[src/rtl/panxi_pc_gen_pkg.sv]
// panxi_pc_gen shared definitions
// default widths, reset vector and PC state encoding
package panxi_pc_gen_pkg;

  localparam int unsigned PANXI_DW = 32;
  localparam logic [PANXI_DW-1:0] PANXI_RST_VEC = 32'h0;

  typedef enum logic {
    PC_BOOT = 1'b0,
    PC_RUN  = 1'b1
  } pc_state_e;

endpackage

[src/rtl/panxi_pc_gen_ras.sv]
// panxi_ras: return-address stack
// circular pointer with saturating count; full push overwrites oldest
module panxi_ras #(
  parameter int unsigned DW        = 32,
  parameter int unsigned RAS_DEPTH = 4
) (
  input  logic                         clk,
  input  logic                         rst,
  input  logic                         clr,
  input  logic                         push,
  input  logic                         pop,
  input  logic [DW-1:0]                push_data,
  output logic [DW-1:0]                top,
  output logic [$clog2(RAS_DEPTH):0]   cnt
);

  localparam int unsigned PW = $clog2(RAS_DEPTH);
  localparam int unsigned CW = PW + 1;

  logic [DW-1:0] mem [RAS_DEPTH];
  logic [PW-1:0] ptr_q;
  logic [PW-1:0] top_idx;
  logic [CW-1:0] cnt_q;
  logic          pop_ok;
  logic          full;

  assign top_idx = ptr_q - PW'(1);
  assign top     = mem[top_idx];
  assign cnt     = cnt_q;
  assign pop_ok  = pop & (cnt_q != '0);
  assign full    = (cnt_q == CW'(RAS_DEPTH));

  // pointer and count; push+pop replaces top in place
  always_ff @(posedge clk or posedge rst) begin
    if (rst) begin
      ptr_q <= '0;
      cnt_q <= '0;
    end else if (clr) begin
      ptr_q <= '0;
      cnt_q <= '0;
    end else if (push && pop_ok) begin
      ptr_q <= ptr_q;
      cnt_q <= cnt_q;
    end else if (push) begin
      ptr_q <= ptr_q + PW'(1);
      if (!full)
        cnt_q <= cnt_q + CW'(1);
    end else if (pop_ok) begin
      ptr_q <= ptr_q - PW'(1);
      cnt_q <= cnt_q - CW'(1);
    end
  end

  // entry storage; contents need no reset, count gates use
  always_ff @(posedge clk) begin
    if (!clr) begin
      if (push && pop_ok)
        mem[top_idx] <= push_data;
      else if (push)
        mem[ptr_q] <= push_data;
    end
  end

endmodule

[src/rtl/panxi_pc_gen.sv]
// panxi_pc_gen: IFU program-counter generator
// reset vector, trap/jump redirect, fetch handshake, RAS prediction
module panxi_pc_gen
  import panxi_pc_gen_pkg::*;
#(
  parameter int unsigned   DW        = PANXI_DW,
  parameter logic [DW-1:0] RST_VEC   = PANXI_RST_VEC,
  parameter int unsigned   C_EXT     = 1,
  parameter int unsigned   RAS_DEPTH = 4
) (
  input  logic                       clk,
  input  logic                       rst,
  input  logic                       rst_jtag_xi,
  input  logic                       trap_en_xi,
  input  logic [DW-1:0]              trap_addr_xi,
  input  logic                       jmp_en_xi,
  input  logic [DW-1:0]              jmp_addr_xi,
  input  logic                       hold_xi,
  input  logic                       fetch_ready_xi,
  input  logic                       ilen16_xi,
  input  logic                       call_xi,
  input  logic                       ret_xi,
  output logic [DW-1:0]              pc_xo,
  output logic                       pc_valid_xo,
  output logic [$clog2(RAS_DEPTH):0] ras_cnt_xo
);

  pc_state_e     state_q;
  pc_state_e     state_nxt;
  logic [DW-1:0] pc_q;
  logic [DW-1:0] pc_nxt;
  logic [DW-1:0] step;
  logic [DW-1:0] pc_seq;
  logic [DW-1:0] ras_top;
  logic          acc;
  logic          ras_live;
  logic          ras_en;
  logic          ras_push;
  logic          ras_pop;

  function automatic logic [DW-1:0] align(
    input logic [DW-1:0] a
  );
    logic [DW-1:0] r;
    r = a;
    r[0] = 1'b0;
    if (C_EXT == 0)
      r[1] = 1'b0;
    return r;
  endfunction

  assign pc_xo       = pc_q;
  assign pc_valid_xo = (state_q == PC_RUN);
  assign acc         = pc_valid_xo & fetch_ready_xi & ~hold_xi;
  assign step        = ((C_EXT != 0) && ilen16_xi) ? DW'(2) : DW'(4);
  assign pc_seq      = pc_q + step;
  assign ras_live    = (ras_cnt_xo != '0);

  // RAS moves only on a plain accept, never alongside a redirect
  assign ras_en   = acc & ~trap_en_xi & ~jmp_en_xi & ~rst_jtag_xi;
  assign ras_push = ras_en & call_xi;
  assign ras_pop  = ras_en & ret_xi & ras_live;

  panxi_ras #(
    .DW        (DW),
    .RAS_DEPTH (RAS_DEPTH)
  ) u_ras (
    .clk       (clk),
    .rst       (rst),
    .clr       (rst_jtag_xi),
    .push      (ras_push),
    .pop       (ras_pop),
    .push_data (pc_seq),
    .top       (ras_top),
    .cnt       (ras_cnt_xo)
  );

  // next-PC priority mux: debug reset, trap, jump, ret, step, hold
  always_comb begin
    state_nxt = PC_RUN;
    pc_nxt    = pc_q;
    if (rst_jtag_xi) begin
      state_nxt = PC_BOOT;
      pc_nxt    = RST_VEC;
    end else if (trap_en_xi) begin
      pc_nxt = align(trap_addr_xi);
    end else if (jmp_en_xi) begin
      pc_nxt = align(jmp_addr_xi);
    end else if (acc && ret_xi && ras_live) begin
      pc_nxt = align(ras_top);
    end else if (acc) begin
      pc_nxt = pc_seq;
    end
  end

  // state and PC registers
  always_ff @(posedge clk or posedge rst) begin
    if (rst) begin
      state_q <= PC_BOOT;
      pc_q    <= RST_VEC;
    end else begin
      state_q <= state_nxt;
      pc_q    <= pc_nxt;
    end
  end

endmodule

[config.mk]
export PLATFORM = sky130hd
export DESIGN_NAME = panxi_pc_gen
export DESIGN_NICKNAME = d
export VERILOG_FILES = /design/src/rtl/panxi_pc_gen_pkg.sv /design/src/rtl/panxi_pc_gen_ras.sv /design/src/rtl/panxi_pc_gen.sv
export SDC_FILE = /design/constraint.sdc
export NUM_CORES = 1
export LEC_CHECK = 0
export CAP_MARGIN = 20
export CORE_MARGIN = 10
export CORE_UTILIZATION = 55
export CTS_CLUSTER_SIZE = 10
export DETAILED_ROUTE_END_ITERATION = 8
export GPL_TIMING_DRIVEN = 0
export PLACE_DENSITY = 0.85
export SYNTH_ARGS = -nofsm -noshare
export SYNTH_HDL_FRONTEND = slang
export SYNTH_HIERARCHICAL = 1
export SYNTH_SLANG_ARGS = --single-unit
[constraint.sdc]
create_clock -name clk -period 5.3 [get_ports clk]
set_input_delay 0.53 -clock clk [delete_from_list [all_inputs] [get_ports clk]]
set_output_delay 0.53 -clock clk [all_outputs]
set_load 0.1 [all_outputs]
# [Yosys cells after proc, flatten, opt, wreduce, memory -nomap -nowiden]
# Memories as Yosys holds them, arrays and structs flattened.
# Index checks and enable logic that the tools add are counted.
[word_totals] memories=1 ff_bits=38 inputBits=74 mem_bits_rw=128 elab_cells=61
[mem_list] name="u_ras.mem" depth=4 word_bits=32 rd=1 rd_ports_with_merged_regs=0 write_ports=1 line="panxi_pc_gen_ras.sv:20" text="logic [DW-1:0] mem [RAS_DEPTH];"
[classes] n_bitwise=13 addsub=5 n_eq_ne=3 n_mux=26 reduce_logical=9
[ops] op="$mux W32" count=6
[ops] op="$add A32 B3 Y32" count=1
[ops] op="$reduce_or A32 Y1" count=1
[ops] op="$mux W3" count=6
[ops] op="$mux W2" count=5
[ops] op="$and A1 B1 Y1" count=9
[ops] op="$mux W1" count=9
[ops] op="$reduce_bool A3 Y1" count=2
[ops] op="$reduce_bool A5 Y1" count=1
[ops] op="$not A1 Y1" count=4
[ops] op="$add A3 B1 Y3 const B" count=1
[ops] op="$eq A3 B3 Y1 const B" count=1
[ops] op="$logic_and A1 B1 Y1" count=3
[ops] op="$ne A3 B3 Y1 const B" count=1
[ops] op="$reduce_and A3 Y1" count=1
[ops] op="$sub A3 B1 Y3 const B" count=1
[ops] op="$add A2 B1 Y2 const B" count=1
[ops] op="$ne A2 B2 Y1 const B" count=1
[ops] op="$reduce_and A2 Y1" count=1
[ops] op="$sub A2 B1 Y2 const B" count=1

# [Logic depth before layout (Yosys ltp)]
# Gate-level depths: netlist of run 1.
[logic_depth] ltp_word=14 mapped_depth=9 depth_no_buf=8

# [By module]
# The synthesis of run 1 kept the hierarchy.
[by_module_without_submodules] mod="panxi_ras" instances=1 cells_per_inst=215 seq_area_each_um2=3968.8 area_per_inst_um2=5033.6
[by_module_without_submodules] mod="panxi_pc_gen" instances=1 cells_per_inst=413 seq_area_each_um2=800.8 area_per_inst_um2=3129.3

# [Least setup slack after synthesis of run 1]
# Ideal clock, no wire load.
[synth_timing] path_kind="register -> register" startpoint="register u_ras.cnt_q[1] (netlist: u_ras/cnt[1])" endpoint="memory u_ras.mem[0][0], enable pin" synth_period_minus_slack_ns=5.583 arrival_ns=5.122 setup_ns=0.461 stages_incl_launch_ff=9 path_slack_ns=-0.283 path_cell_list="dfrtp_1 -> o31ai_1 -> or2_2 -> buf_2 -> clkbuf_1 -> nor3_1 -> o31ai_4 -> xnor2_1 -> nor3_1"
[synth_via] elab_chain_len=9 word_cells_on_any_way=13 classes_between="mux (8); bitwise (2); reduce/logical (3)"
[synth_rtl] element="start: declaration" line="panxi_pc_gen_ras.sv:23" text="logic [CW-1:0] cnt_q;"
[synth_rtl] element="start signal: assignment" line="panxi_pc_gen_ras.sv:43" text="cnt_q <= cnt_q;"
[synth_rtl] element="start signal: assignment" line="panxi_pc_gen_ras.sv:47" text="cnt_q <= cnt_q + CW'(1);"
[synth_rtl] element="start signal: assignment" line="panxi_pc_gen_ras.sv:50" text="cnt_q <= cnt_q - CW'(1);"
[synth_rtl] element="$reduce_bool A3 Y1 *" line="panxi_pc_gen.sv:57" text="assign ras_live = (ras_cnt_xo != '0);"
[synth_rtl] element="$and A1 B1 Y1 *" line="panxi_pc_gen.sv:62" text="assign ras_pop = ras_en & ret_xi & ras_live;"
[synth_rtl] element="net ras_pop" line="panxi_pc_gen.sv:39" text="logic ras_pop;"
[synth_rtl] element="$and A1 B1 Y1 *" line="panxi_pc_gen_ras.sv:30" text="assign pop_ok = pop & (cnt_q != '0);"
[synth_rtl] element="$logic_and A1 B1 Y1 *" line="panxi_pc_gen_ras.sv:57" text="if (push && pop_ok)"
[synth_rtl] element="$mux W1" line="panxi_pc_gen_ras.sv:57"
[synth_rtl] element="$mux W1" line="panxi_pc_gen_ras.sv:56" text="if (!clr) begin"
[synth_rtl] element="$mux W1 (not written as such)" line="panxi_pc_gen_ras.sv:60" text="mem[ptr_q] <= push_data;"
[synth_rtl] element="$reduce_or A32 Y1 (no line)"
[synth_rtl] element="$mux W2 (no line) / $mux W1 (equally long branches)"
[synth_rtl] element="end: declaration" line="panxi_pc_gen_ras.sv:20"
# Mark *: on every way through the listed nets, which the timed path passes. The rest lies on a longest branch.

# [Final worst setup path of run 1]
[layout_timing] startpoint="register u_ras.cnt_q[1] (netlist: u_ras/cnt[1])" endpoint="memory u_ras.mem[0][26], enable pin"
# The elaborated chain is that of the path after synthesis.

==> key figures, run 1 <==
Setup path
  • Destination of the worst register-to-register timing path: u_ras/mem[0][26]
  • Worst R2R Setup Slack: 450 ps
  • Maximum fanout along the worst path: 10
  • RR Startpoint: u_ras/cnt[1]
  • Depth of the most critical reg-to-reg path: 10
  • Worst EP arrival: 4990 ps
  • Required arrival time at the worst endpoint: 5450 ps
  • Worst setup path class: flip-flop to flip-flop
  • Category of the worst setup path launch point: flip-flop
  • Crit end category: flip-flop

Route
  • Detail-routed via count per cell: 7.07
  • Routed wire length: 26,500 microns
  • DRT antenna net count: 0
  • Detailed-route wire length per cell: 27.8 microns
  • Detailed-route via count: 6,748
  • Drc violations: 0
  • Number of detailed-route iterations in the first pass: 6
  • Initial DRC Count: 1,074

Finish
  • Area taken by multi-input logic gates: 0.00312 sq mm
  • Net total in the final layout: 835
  • Area Overhead vs Synth: 26.2%
  • Storage cell area: 0.00465 sq mm
  • Diode insertion count for antenna repair: 0
  • Fraction of final layout cells sized beyond drive strength 1: 14.5%
  • Non-filler cells in the finished layout: 954
  • FILL cells: 956
  • Post-route core utilization: 70.2%

Power
  • Switching share of power: 27.1%
  • Maximum vdd drop: 0.226 mV
  • Total power density per cell area: 323 mW/mm^2
  • Leakage dissipation: 0.00353 uW
  • Cell-internal power: 2380 uW
  • Share of total power in sequential cells: 43.9%
  • Clock network fraction of design power: 41.9%
  • Combinational power share: 14.1%
  • Total net switching power: 885 uW

Die
  • # rows: 44
  • Total I/O pin count: 110
  • CORE AREA: 0.0144 sq mm
  • Chip width: 141 microns
  • Die height: 141 microns
  • Area of the die: 0.0198 sq mm
  • Initial standard-cell utilization of the core: 55.6%

Clock network
  • Maximum clock insertion buffer count: 2
  • Clock sink total: 161
  • Source-to-sink clock delay at the later pin of the worst-skew pair: 440 ps
  • CTS H-Tree Depth: 4
  • Total clock buffers created by CTS: 17
  • TritonCTS clock tree: built
  • Clock slew seen by the registers of the worst setup and hold paths: 60 ps
  • Cell at the root of the clock tree: clkbuf_16
  • Total of cells resized after clock tree synthesis: 0
  • Post-CTS setup repair buffer count: 0
  • Post-cts hold buffer count: 0

Run
  • Max-capacitance violation count: 0

Yosys
  • Avg Inst Size Synth: 12.9 sq um
  • Mapped cell area: 0.00802 sq mm
  • Syn nets: 701
  • Count of warnings emitted by yosys: 6
  • Cell count after synthesis: 623

Timing
  • Final period util: 91.4%
  • Max-slew headroom: 25.2%
  • Setup TNS: 0 ps
  • Worst Clk Skew: 6.18 ps
  • Final Max Slew Viols: 0
  • Tmin final: 4850 ps
  • Final setup violation count: 0
  • Number of failing hold endpoints at the final stage: 0
  • RSZ-0062 raised after global routing: no
  • Measured slew at the worst slew-check pin: 1120 ps
  • Timing-limited maximum frequency: 206 MHz

Run status
  • Result of the run: finished, final reports clean

Global routing
  • Initial antenna violation count: 0
  • Overflow left after global routing: 0
  • Pin count of the biggest net entering global routing: 33
  • Vias in the first global route: 6,861
  • Combined global-route utilization of all metal layers: 26.6%
  • Global-route wire length before repair: 40,100 microns

Place
  • Cell Count Post-Placement: 921
  • Port bufs: 105
  • Sum of net half-perimeters after detailed placement: 18,100 microns
  • Final weighted congestion in routability-driven placement: 0.941

Hold path
  • Min-delay worst type: input port to async pin
## layer usage
metal	GRT usage, %	share of wire (%)
met4	13.4	4.7
met1	33.0	35
met2	42.0	47
met3	7.09	13
met5	0	0
## worst max-delay path by stage
stage	startpoint	endpoint	slack (ps)	cells past startpoint
floorplan	u_ras/cnt[1]	u_ras/mem[0][10]	-210	8
global placement	u_ras/cnt[1]	u_ras/mem[2][28]	-2750	8
global route	u_ras/cnt[1]	u_ras/mem[0][24]	380	10
finish	u_ras/cnt[1]	u_ras/mem[0][26]	450	10
CTS	u_ras/cnt[1]	u_ras/mem[0][24]	520	10
detailed placement	fetch_ready_xi	u_ras/mem[0][28]	510	11
## layout by cell type, fill, tap and decap left out, types with 6 or more instances in the layout
cell,instances
a211oi_1,8
a21o_1,7
a21oi_1,17
a22oi_1,8
a31oi_1,6
buf_2,9
buf_6,8
clkbuf_1,26
clkbuf_16,17
clkdlybuf4s50_1,105
dfrtp_1,37
edfxtp_1,124
inv_1,24
mux4_2,31
nand2_1,45
nand2b_1,7
nand3_1,13
nand4_1,11
nor2_1,23
nor3_1,16
nor4_1,10
o21ai_0,32
o22ai_1,6
or2_2,8
or3_1,10
xnor2_1,14
xor2_1,10
## power groups by stage
stage	Sequential, uW	Clock, uW	Combinational, uW
after global placement	1460	0	441
after CTS	1430	1360	455
after global routing	1440	1420	481
after detailed placement	1460	0	451
final	1430	1370	462
after floorplan	1600	0	136
## registers in the layout, indices dropped and copies added, names as in the netlist
signal	flops
pc_valid_xo	1
u_ras/mem	124
u_ras/cnt	3
pc_xo	31
u_ras/ptr_q	2
## cell type report
type,instances,share of cell area (%)
Inverter,26,0.964
Sequential cell,161,45.9
Clock buffer,17,4.20
Multi-Input combinational cell,395,30.8
Clock inverter,15,2.27
Timing Repair Buffer,115,11.6
Buffer,41,1.88
Tap cell,184,2.27
## stage by stage
stage	hold WS, ps	total power [uW]	instance area (sq um)	worst slack, ps
floorplan	309	1730	8020	-212
global placement	520	1900	9300	-2750
detailed placement	530	1910	9460	511
CTS	364	3250	10100	516
global route	366	3340	10100	383
finish	357	3270	10100	454
## worst max-delay path, cell delays in order (launching register included)
cell and delay (ps):
dfrtp_1 490, o31ai_2 900, or2_2 250, buf_2 340
clkbuf_1 620, nor3_1 270, o31ai_4 190, xnor2_1 230
nor3_2 800, buf_6 270, buf_6 180
Power figures use the tool's default switching activity.
==> run 2: changes to the inputs <==
--- a/config.mk
+++ b/config.mk
@@ -6,7 +6,7 @@
 export NUM_CORES = 1
 export LEC_CHECK = 0
 export CAP_MARGIN = 20
-export CORE_MARGIN = 10
+export CORE_MARGIN = 3
 export CORE_UTILIZATION = 55
 export CTS_CLUSTER_SIZE = 10
 export DETAILED_ROUTE_END_ITERATION = 8
==> run 2 against run 1 <==
Net effect:
- sequential power barely moved
- global-route usage is 5.2 points higher
- cell area shrank 1.3%
- worst hold slack improved by 10 ps
- power is 7.1% lower
- critical path depth grew 1
- non-clock buffer count did not move
- combinational power fell by 0.9%
- clock power decreased by 17%
- count of clock-buffer cells in the layout increased by 6
- clock skew up 1.8 ps
- largest cell class unchanged
- largest power group unchanged
==> key figures, run 2 (synthesized netlist as in run 1, its figures left out) <==
Run status
  • Result of the run: finished, final reports clean (unchanged)

Finish
  • Fin area: 0.00999 sq mm (was 0.0101 sq mm)
  • Non-filler cells in the finished layout: 950 (was 954)
  • Most common cell after layout, fill and taps aside: edfxtp_1 (unchanged)
  • Area Overhead vs Synth: 24.6% (was 26.2%)
  • Number of flip-flops under the largest register name: 124 (unchanged)
  • Diode insertion count for antenna repair: 0 (unchanged)
  • Net total in the final layout: 835 (unchanged)
  • Fraction of final layout cells sized beyond drive strength 1: 13.2% (was 14.5%)
  • Largest register by flop count: u_ras/mem (unchanged)
  • Leading cell types in the layout, fill and taps excluded: edfxtp_1 (124), clkdlybuf4s50_1 (105), nand2_1 (45), dfrtp_1 (37) (was edfxtp_1 (124), clkdlybuf4s50_1 (105), nand2_1 (45), dfrtp_1 (37), o21ai_0 (32))

Route
  • Detailed-route wire length per cell: 26.6 microns (was 27.8 microns)
  • Initial DRC Count: 1,092 (was 1,074)
  • Detail-routed via count per cell: 7.02 (was 7.07)
  • Detailed-route via count: 6,668 (was 6,748)
  • Drc violations: 0 (unchanged)
  • Routed wire length: 25,300 microns (was 26,500 microns)
  • Number of detailed-route iterations in the first pass: 6 (unchanged)
  • DRT antenna net count: 0 (unchanged)

Setup path
  • Ordered cell list for the critical path: o31ai_2 -> or2_2 -> buf_2 -> clkbuf_1 -> nor3_1 -> o31ai_4 -> xnor2_1 -> nor3_2 -> buf_6 -> buf_6 -> buf_6 (was o31ai_2 -> or2_2 -> buf_2 -> clkbuf_1 -> nor3_1 -> o31ai_4 -> xnor2_1 -> nor3_2 -> buf_6 -> buf_6)
  • Required arrival time at the worst endpoint: 5430 ps (was 5450 ps)
  • Kind of cell adding the most delay to the critical path: buffers and inverters (unchanged)
  • Number of cells on the critical path: 11 (was 10)
  • Crit end category: flip-flop (unchanged)
  • Maximum fanout along the worst path: 10 (unchanged)
  • Critical path buffers and inverters: 5 (was 4)
  • Worst EP arrival: 5250 ps (was 4990 ps)
  • Most repeated library cell on the critical path: buf_6 (unchanged)
  • Worst setup path class: flip-flop to flip-flop (unchanged)
  • Category of the worst setup path launch point: flip-flop (unchanged)
  • Slowest cell on crit path: o31ai_2 (unchanged)
  • Depth of the most critical reg-to-reg path: 11 (was 10)
  • Worst stage delay on the critical path: 1020 ps (was 900 ps)
  • Worst R2R Setup Slack: 180 ps (was 450 ps)

Clock network
  • Post-cts hold buffer count: 0 (unchanged)
  • Cell at the root of the clock tree: clkbuf_16 (unchanged)
  • Clock sink total: 161 (unchanged)
  • Maximum clock insertion buffer count: 2 (unchanged)
  • CTS H-Tree Depth: 4 (unchanged)
  • Total of cells resized after clock tree synthesis: 0 (unchanged)
  • Total clock buffers created by CTS: 17 (unchanged)
  • TritonCTS clock tree: built (unchanged)
  • Post-CTS setup repair buffer count: 0 (unchanged)
  • Source-to-sink clock delay at the later pin of the worst-skew pair: 430 ps (was 440 ps)
  • Clock slew seen by the registers of the worst setup and hold paths: 60 ps (about the same)

Timing
  • Final Max Slew Viols: 0 (unchanged)
  • Final setup violation count: 0 (unchanged)
  • Worst Clk Skew: 8.03 ps (was 6.18 ps)
  • Measured slew at the worst slew-check pin: 1170 ps (was 1120 ps)
  • Timing-limited maximum frequency: 195 MHz (was 206 MHz)
  • Final WS setup: 177 ps (was 454 ps)
  • Number of failing hold endpoints at the final stage: 0 (unchanged)
  • RSZ-0062 raised after global routing: no (unchanged)
  • Max-slew headroom: 21.6% (was 25.2%)
  • Worst-case hold slack: 367 ps (was 357 ps)
  • Tmin final: 5120 ps (was 4850 ps)
  • Final period util: 96.7% (was 91.4%)

Place
  • Final weighted congestion in routability-driven placement: 0.940 (was 0.941)
  • Cell Count Post-Placement: 917 (was 921)
  • Worst setup timing slack at the placement stage: 428 ps (was 511 ps)
  • Port bufs: 105 (unchanged)
  • Sum of net half-perimeters after detailed placement: 17,300 microns (was 18,100 microns)
  • Instance area at placement: 0.00945 sq mm (was 0.00946 sq mm)

Die
  • Chip width: 127 microns (was 141 microns)
  • Initial standard-cell utilization of the core: 56.9% (was 55.6%)
  • Total I/O pin count: 110 (unchanged)
  • # rows: 43 (was 44)
  • CORE AREA: 0.0141 sq mm (was 0.0144 sq mm)
  • Die height: 127 microns (was 141 microns)
  • Area of the die: 0.0161 sq mm (was 0.0198 sq mm)

Global routing
  • Vias in the first global route: 6,689 (was 6,861)
  • Overflow left after global routing: 0 (unchanged)
  • Global-route wire length before repair: 37,800 microns (was 40,100 microns)
  • Pin count of the biggest net entering global routing: 33 (unchanged)
  • Combined global-route utilization of all metal layers: 31.8% (was 26.6%)
  • Initial antenna violation count: 0 (unchanged)

Power
  • Maximum vdd drop: 0.249 mV (was 0.226 mV)
  • Total power density per cell area: 304 mW/mm^2 (was 323 mW/mm^2)
  • Leakage dissipation: 0.00347 uW (was 0.00353 uW)

Hold path
  • Min-delay worst type: input port to async pin (unchanged)

Run
  • Max-capacitance violation count: 0 (unchanged)
-- run 2: worst register-to-register path: stages (launching register included) --
cell and delay (ps):
dfrtp_1 490, o31ai_2 1020, or2_2 270, buf_2 370, clkbuf_1 650, nor3_1 260
o31ai_4 170, xnor2_1 210, nor3_2 750, buf_6 270, buf_6 180, buf_6 190
-- run 2: power by group --
part	internal (uW)	switching, uW
clock network	683	456
logic	143	315
registers	1400	39.7
total	2220	811
-- run 2: area by class of cell --
cell class / instances / area (sq um)
sequential: 161 / 4650
fill: 942 / 4110
multi-input combinational: 395 / 3120
timing repair buffer: 115 / 1170
clock buffer: 23 / 448
tap: 180 / 225
buffer: 41 / 190
inverter: 26 / 97.6
clock inverter: 9 / 90.1
-- run 2: through the flow --
stage	TNS (ps)	utilization [%]	power [uW]
after CTS	0	70.8	3030
after floorplan	-13160	-	1730
after detailed placement	0	67.0	1910
after global placement	-248340	66.0	1900
after global routing	0	70.9	3120
final	0	70.9	3030
-- run 2: worst paths after layout --
check | from | endpoint
min | rst | u_ras/cnt[2]
max | u_ras/cnt[1] | u_ras/mem[2][27]
max in group asynchronous | rst | pc_xo[8]
min reg2reg | pc_xo[30] | pc_xo[30]
max reg2reg | u_ras/cnt[1] | u_ras/mem[2][27]
min in group clk | pc_xo[30] | pc_xo[30]
-- run 2: layer usage --
layer | GRT usage [%] | up-vias | share of wire (%)
li1 | - | 2733 | -
met1 | 40.1 | 3159 | 34
met2 | 49.2 | 638 | 46
met3 | 10.9 | 138 | 14
met4 | 15.6 | 0 | 5.6
met5 | 0 | - | 0
